File: config.mk
export PLATFORM = sky130hd
export DESIGN_NAME = ddc_cfg_sequencer
export DESIGN_NICKNAME = d
export VERILOG_FILES = /design/src/rtl/ddc_ctrl_pkg.sv /design/src/rtl/cycle_timer.sv /design/src/rtl/ddc_cfg_sequencer.sv
export SDC_FILE = /design/constraint.sdc
export NUM_CORES = 1
export LEC_CHECK = 0
export ABC_AREA = 1
export CAP_MARGIN = 25
export CORE_MARGIN = 8
export CORE_UTILIZATION = 50
export CTS_CLUSTER_SIZE = 20
export DETAILED_ROUTE_END_ITERATION = 6
export MAX_ROUTING_LAYER = met4
export PLACE_DENSITY = 0.89
export SETUP_SLACK_MARGIN = 0.2
export SLEW_MARGIN = 25
export SYNTH_ARGS = -nofsm -noshare
export SYNTH_HDL_FRONTEND = slang
export SYNTH_SLANG_ARGS = --single-unit
File: constraint.sdc
create_clock -name clk -period 4.2 [get_ports clk]
set_clock_uncertainty 0.05 [all_clocks]
set_input_delay 1.05 -clock clk [delete_from_list [all_inputs] [get_ports clk]]
set_output_delay 1.05 -clock clk [all_outputs]
set_load 0.01 [all_outputs]
File: src/rtl/ddc_ctrl_pkg.sv
// Shared types and constants for the DDC reconfiguration sequencer.
// Register offsets are relative to the DDC's settings base address.
package ddc_ctrl_pkg;

  typedef enum logic [2:0] {
    ST_IDLE,
    ST_DRAIN,
    ST_WR0,
    ST_WR1,
    ST_WR2,
    ST_WR3,
    ST_CLR,
    ST_SETTLE
  } state_t;

  localparam logic [7:0] REG_PHASE = 8'd0;
  localparam logic [7:0] REG_SCALE = 8'd1;
  localparam logic [7:0] REG_DECIM = 8'd2;
  localparam logic [7:0] REG_MODE  = 8'd3;

  localparam int TIMER_W = 16;

endpackage

File: src/rtl/cycle_timer.sv
// Loadable down-counter; expire is high while the count is zero.
// Loading N-1 therefore gives an N-cycle interval.
module cycle_timer #(
  parameter int W = 16
) (
  input  logic         clk,
  input  logic         rst,
  input  logic         load,
  input  logic [W-1:0] load_val,
  input  logic         dec,
  output logic         expire
);

  logic [W-1:0] count;

  // NOTE: sequential state uses non-blocking assignments so every register samples pre-edge values.
  always_ff @(posedge clk) begin
    if (rst)       count <= '0;
    else if (load) count <= load_val;
    else if (dec)  count <= count - 1'b1;
  end

  assign expire = (count == '0);

endmodule

File: src/rtl/ddc_cfg_sequencer.sv
// Safely reprograms a running DDC: drain, write four registers, clear, settle.
// Host settings writes are merged onto the same settings bus via a one-entry hold.
module ddc_cfg_sequencer
  import ddc_ctrl_pkg::*;
#(
  parameter int BASE          = 0,
  parameter int DRAIN_CYCLES  = 64,
  parameter int SETTLE_CYCLES = 32
) (
  input  logic        clk,
  input  logic        rst,
  input  logic        host_stb,
  input  logic [7:0]  host_addr,
  input  logic [31:0] host_data,
  input  logic        cfg_valid,
  output logic        cfg_ready,
  input  logic [31:0] cfg_phase_inc,
  input  logic [17:0] cfg_scale,
  input  logic [9:0]  cfg_decim,
  input  logic [1:0]  cfg_mode,
  input  logic        run_in,
  output logic        run_out,
  output logic        set_stb,
  output logic [7:0]  set_addr,
  output logic [31:0] set_data,
  output logic        ddc_clr,
  output logic        busy,
  output logic        done,
  output logic        host_ovf
);

  localparam logic [7:0] BASE8 = 8'(BASE);

  state_t      state, state_nxt;
  logic [31:0] phase_q;
  logic [17:0] scale_q;
  logic [9:0]  decim_q;
  logic [1:0]  mode_q;

  logic        hold_full, hold_full_nxt;
  logic [7:0]  hold_addr, hold_addr_nxt;
  logic [31:0] hold_data, hold_data_nxt;
  logic        ovf_set;

  logic        emit_stb;
  logic [7:0]  emit_addr;
  logic [31:0] emit_data;

  logic                 accept;
  logic                 tmr_load, tmr_dec, tmr_expire;
  logic [TIMER_W-1:0]   tmr_val;

  assign accept = cfg_valid & cfg_ready;

  cycle_timer #(.W(TIMER_W)) u_timer (
    .clk      (clk),
    .rst      (rst),
    .load     (tmr_load),
    .load_val (tmr_val),
    .dec      (tmr_dec),
    .expire   (tmr_expire)
  );

  // NOTE: every signal assigned here gets a default first, so no latch can be inferred.
  always_comb begin
    state_nxt = state;
    tmr_load  = 1'b0;
    tmr_val   = '0;
    unique case (state)
      ST_IDLE: if (accept) begin
        state_nxt = ST_DRAIN;
        tmr_load  = 1'b1;
        tmr_val   = TIMER_W'(DRAIN_CYCLES - 1);
      end
      ST_DRAIN:  if (tmr_expire) state_nxt = ST_WR0;
      ST_WR0:    state_nxt = ST_WR1;
      ST_WR1:    state_nxt = ST_WR2;
      ST_WR2:    state_nxt = ST_WR3;
      ST_WR3:    state_nxt = ST_CLR;
      ST_CLR: begin
        state_nxt = ST_SETTLE;
        tmr_load  = 1'b1;
        tmr_val   = TIMER_W'(SETTLE_CYCLES - 1);
      end
      ST_SETTLE: if (tmr_expire) state_nxt = ST_IDLE;
      default:   state_nxt = ST_IDLE;
    endcase
    tmr_dec = (state == ST_DRAIN || state == ST_SETTLE) && !tmr_expire;
  end

  // A held write is shown on set_* during its first IDLE cycle and dropped
  // from the hold at the end of it, unless a new host write replaces it.
  always_comb begin
    hold_full_nxt = hold_full;
    hold_addr_nxt = hold_addr;
    hold_data_nxt = hold_data;
    ovf_set       = 1'b0;
    if (state == ST_IDLE) begin
      if (hold_full && host_stb) begin
        hold_addr_nxt = host_addr;
        hold_data_nxt = host_data;
      end else if (hold_full) begin
        hold_full_nxt = 1'b0;
      end
    end else if (host_stb) begin
      if (!hold_full) begin
        hold_full_nxt = 1'b1;
        hold_addr_nxt = host_addr;
        hold_data_nxt = host_data;
      end else begin
        ovf_set = 1'b1;
      end
    end
  end

  always_comb begin
    emit_stb  = 1'b0;
    emit_addr = set_addr;
    emit_data = set_data;
    unique case (state_nxt)
      ST_WR0: begin emit_stb = 1'b1; emit_addr = BASE8 + REG_PHASE; emit_data = phase_q; end
      ST_WR1: begin emit_stb = 1'b1; emit_addr = BASE8 + REG_SCALE; emit_data = {14'b0, scale_q}; end
      ST_WR2: begin emit_stb = 1'b1; emit_addr = BASE8 + REG_DECIM; emit_data = {22'b0, decim_q}; end
      ST_WR3: begin emit_stb = 1'b1; emit_addr = BASE8 + REG_MODE;  emit_data = {30'b0, mode_q}; end
      default: begin
        if (state == ST_IDLE && !hold_full && host_stb) begin
          emit_stb  = 1'b1;
          emit_addr = host_addr;
          emit_data = host_data;
        end else if (state_nxt == ST_IDLE && hold_full_nxt) begin
          emit_stb  = 1'b1;
          emit_addr = hold_addr_nxt;
          emit_data = hold_data_nxt;
        end
      end
    endcase
  end

  always_ff @(posedge clk) begin
    if (rst) begin
      state     <= ST_IDLE;
      hold_full <= 1'b0;
      cfg_ready <= 1'b1;
      run_out   <= 1'b0;
      set_stb   <= 1'b0;
      set_addr  <= '0;
      set_data  <= '0;
      ddc_clr   <= 1'b0;
      busy      <= 1'b0;
      done      <= 1'b0;
      host_ovf  <= 1'b0;
    end else begin
      state     <= state_nxt;
      hold_full <= hold_full_nxt;
      cfg_ready <= (state_nxt == ST_IDLE) && !hold_full_nxt;
      run_out   <= run_in && (state == ST_IDLE) && !accept;
      set_stb   <= emit_stb;
      set_addr  <= emit_addr;
      set_data  <= emit_data;
      ddc_clr   <= (state_nxt == ST_CLR);
      busy      <= (state_nxt != ST_IDLE);
      done      <= (state == ST_SETTLE) && tmr_expire;
      if (ovf_set) host_ovf <= 1'b1;
    end
  end

  // NOTE: datapath registers carry no reset; hold_full and state qualify their use.
  always_ff @(posedge clk) begin
    hold_addr <= hold_addr_nxt;
    hold_data <= hold_data_nxt;
    if (accept) begin
      phase_q <= cfg_phase_inc;
      scale_q <= cfg_scale;
      decim_q <= cfg_decim;
      mode_q  <= cfg_mode;
    end
  end

endmodule

==> metrics.txt <==
layout cell share with drive strength beyond 1 0.06749; Reg power frac 0.349; switching share of power 0.3909; Fin. Hold Viols 0; Chip Width 136.3 um; Seq cells post-synth 169; RSZ-0062 raised after global routing false; first-pass GRT wire length 30.18 mm; Slew HR 0.3640; DRT antenna net count 0; Vias/cell 5.071; Worst setup SP type primary input; cell count after synthesis 895; Via Count 6,273; TritonCTS buffer count 17; Core Area 14,310 um2; P_sw 2754 uW; CP Capture Type flop; fmax 0.3258 GHz; mapped cell area 7233 um2; clock buffer depth 2; die span in y 136.3 um; initial antenna violation count 1; # rows 44; status finished with violations; crit path max fanout 25; IO Port Bufs 153; vias in the first global route 6,240; Max Cap Violations 0; Placer Congestion 0.8640; Nets 1,147; total die area 18,570 um2; leakage 0.004271 uW; Worst-Margin Slew 0.9481 ns; Syn Area/Cell 8.082 um2; Routed WL per cell 15.16 um; Area Overhead vs Synth 31.05%; number of remaining DRC errors 1; kind of critical path primary input to flop; H-Tree Depth 4; IO Pins 154; CTS Hold Bufs 0; grt total ovfl 0; largest net degree at the start of global routing 63; P per Cell Area 743.3 nW/um2; clk slew on worst S/H paths 0.06 ns; # clock sinks 169; period utilisation layout 0.7309; setup TNS 0 ns; clock power share 0.231; Hold WS 0.3981 ns; fin. max-slew vios 0; CTS root buf clkbuf_16; Seq/Total Area, Yosys 0.5535; clock period minus worst slack 3.070 ns; final setup fails 0; worst skew pair latency 0.43 ns; required time of the critical path 4.47 ns; post-CTS sizing 0; synth warn 0; post-synth net total 1,003; HPWL Detailed 13.27 mm; TritonCTS clock tree yes; drt first pass iters 7; Combinational Power Share 0.420; Pint 4292 uW; failing checks design-rule violations; Worst EP arrival 3.34 ns; first-iteration detailed-routing DRC count 625; WL final 18.76 mm; Initial Utilization 0.5053; VDD IR max 0.0003864 V; Synth cell types 35; post-CTS setup buffers 0; gr usage total 0.2137; Hold Path Class flop to flop
==> layer usage <==
layer | up-vias | GRT usage | routed length, um
met3 | 32 | 0.04989 | 1311
li1 | 3163 | - | -
met4 | 0 | 0.08664 | 487
met1 | 2851 | 0.2518 | 7905
met5 | - | - | 0
met2 | 227 | 0.3466 | 9053
==> critical path, stage by stage <==
cell	delay, ns
clkdlybuf4s50_1	0.50
inv_1	0.06
nor2_1	0.21
buf_4	0.24
nand2_2	0.08
inv_2	0.34
nor2_4	0.08
nand2_4	0.23
buf_4	0.32
nand2_1	0.09
nand2_1	0.07
nor2_1	0.04
==> synth_stat cells <==
| cell | instances | share of area |
|---|---|---|
| xor2_1 | 1 | 0.0012 |
| nand3_1 | 51 | 0.035 |
| dfxtp_1 | 107 | 0.30 |
| buf_6 | 9 | 0.014 |
| o21ai_2 | 1 | 0.0012 |
| nand4_1 | 2 | 0.0017 |
| o21ai_0 | 55 | 0.038 |
| o21a_1 | 2 | 0.0021 |
| a22o_1 | 2 | 0.0024 |
| nor4_1 | 1 | 0.00087 |
| clkbuf_1 | 12 | 0.0062 |
| nor2_2 | 5 | 0.0043 |
| inv_1 | 91 | 0.047 |
| nand2_1 | 274 | 0.14 |
| inv_4 | 1 | 0.00087 |
| or3_1 | 1 | 0.00087 |
| o211ai_1 | 6 | 0.0062 |
| nand3_2 | 2 | 0.0028 |
| ha_1 | 1 | 0.0017 |
| nand2_2 | 6 | 0.0052 |
| nor2_4 | 2 | 0.0031 |
| o21ai_1 | 41 | 0.028 |
| nand2_4 | 3 | 0.0047 |
| nor3_1 | 15 | 0.010 |
| buf_2 | 12 | 0.0083 |
| edfxtp_1 | 62 | 0.26 |
| a21oi_1 | 18 | 0.012 |
| nor2_1 | 86 | 0.045 |
| inv_2 | 10 | 0.0052 |
| xnor2_1 | 1 | 0.0012 |
| a31oi_1 | 2 | 0.0017 |
| buf_1 | 1 | 0.00052 |
| clkinv_1 | 2 | 0.0010 |
| buf_4 | 2 | 0.0021 |
| a22oi_1 | 8 | 0.0083 |
==> final timing paths <==
check | from | end | slack, ns | cells after the start
max | host_stb | set_data[24]$_SDFFE_PP0P_ | 1.13 | 12
min | set_data[9]$_SDFFE_PP0P_ | set_data[9]$_SDFFE_PP0P_ | 0.40 | 2
max reg2reg | u_timer.count[0]$_SDFFE_PP0P_ | set_data[2]$_SDFFE_PP0P_ | 1.27 | 14
min reg2reg | set_data[9]$_SDFFE_PP0P_ | set_data[9]$_SDFFE_PP0P_ | 0.40 | 2
==> power groups by stage <==
stage	combinational, uW	clock (uW)	sequential [uW]
2_1_floorplan	2110	0	2500
4_1_cts	2950	1640	2450
6_report	2960	1630	2460
3_5_place_dp	2910	0	2480
3_3_place_gp	2820	0	2460
5_1_grt	3360	1710	2510
==> sequential cells by signal (all words and copies together), names as in the netlist, 2 cells and up <==
| name | count |
|---|---|
| hold_data | 32 |
| hold_addr | 8 |
| set_addr | 8 |
| scale_q | 18 |
| state | 3 |
| phase_q | 32 |
| set_data | 32 |
| u_timer.count | 16 |
| decim_q | 10 |
| mode_q | 2 |
==> placed cells by master (no fill, tap or decap), types with 8 or more instances in the layout <==
cell             count
nand2_1            273
clkdlybuf4s50_1    153
dfxtp_1            107
inv_1               91
nor2_1              86
edfxtp_1            62
o21ai_0             55
nand3_1             51
o21ai_1             41
clkbuf_16           19
a21oi_1             18
nor3_1              15
inv_2               11
a22oi_1              8
==> stage by stage <==
step / cell area, um2 / std cells / worst slack (ns) / utilization / power (uW)
floorplan: 7233 / 895 / 0.6287 / - / 4606
global placement: 8852 / 1204 / 0.8160 / 0.6184 / 5280
detailed placement: 8852 / 1204 / 0.7193 / 0.6184 / 5393
CTS: 9477 / 1236 / 1.143 / 0.6621 / 7047
global route: 9479 / 1237 / 0.8997 / 0.6622 / 7580
finish: 9479 / 1237 / 1.130 / 0.6622 / 7046
==> final cells by class <==
cell class                      count  area (um2)
Multi-Input combinational cell    586        2621
Inverter                          104       392.9
Fill cell                        1169        4835
Sequential cell                   169        4004
Tap cell                          184       230.2
Antenna cell                        1       2.502
Timing Repair Buffer              161        1604
Clock inverter                     12       135.1
Clock buffer                       20       489.2
==> logic make-up (layout without fill, tap and decap cells) <==
logic type	after synthesis	count (layout)	share of synthesized area
buf+inv	140	297	0.08545
xor+xnor	2	2	0.002422
flops	169	169	0.5535
compound gates	135	135	0.1008
simple gates	448	448	0.2560
fa+ha+maj	1	1	0.001730
other cells	0	1	0
Power figures use the tool's default switching activity.
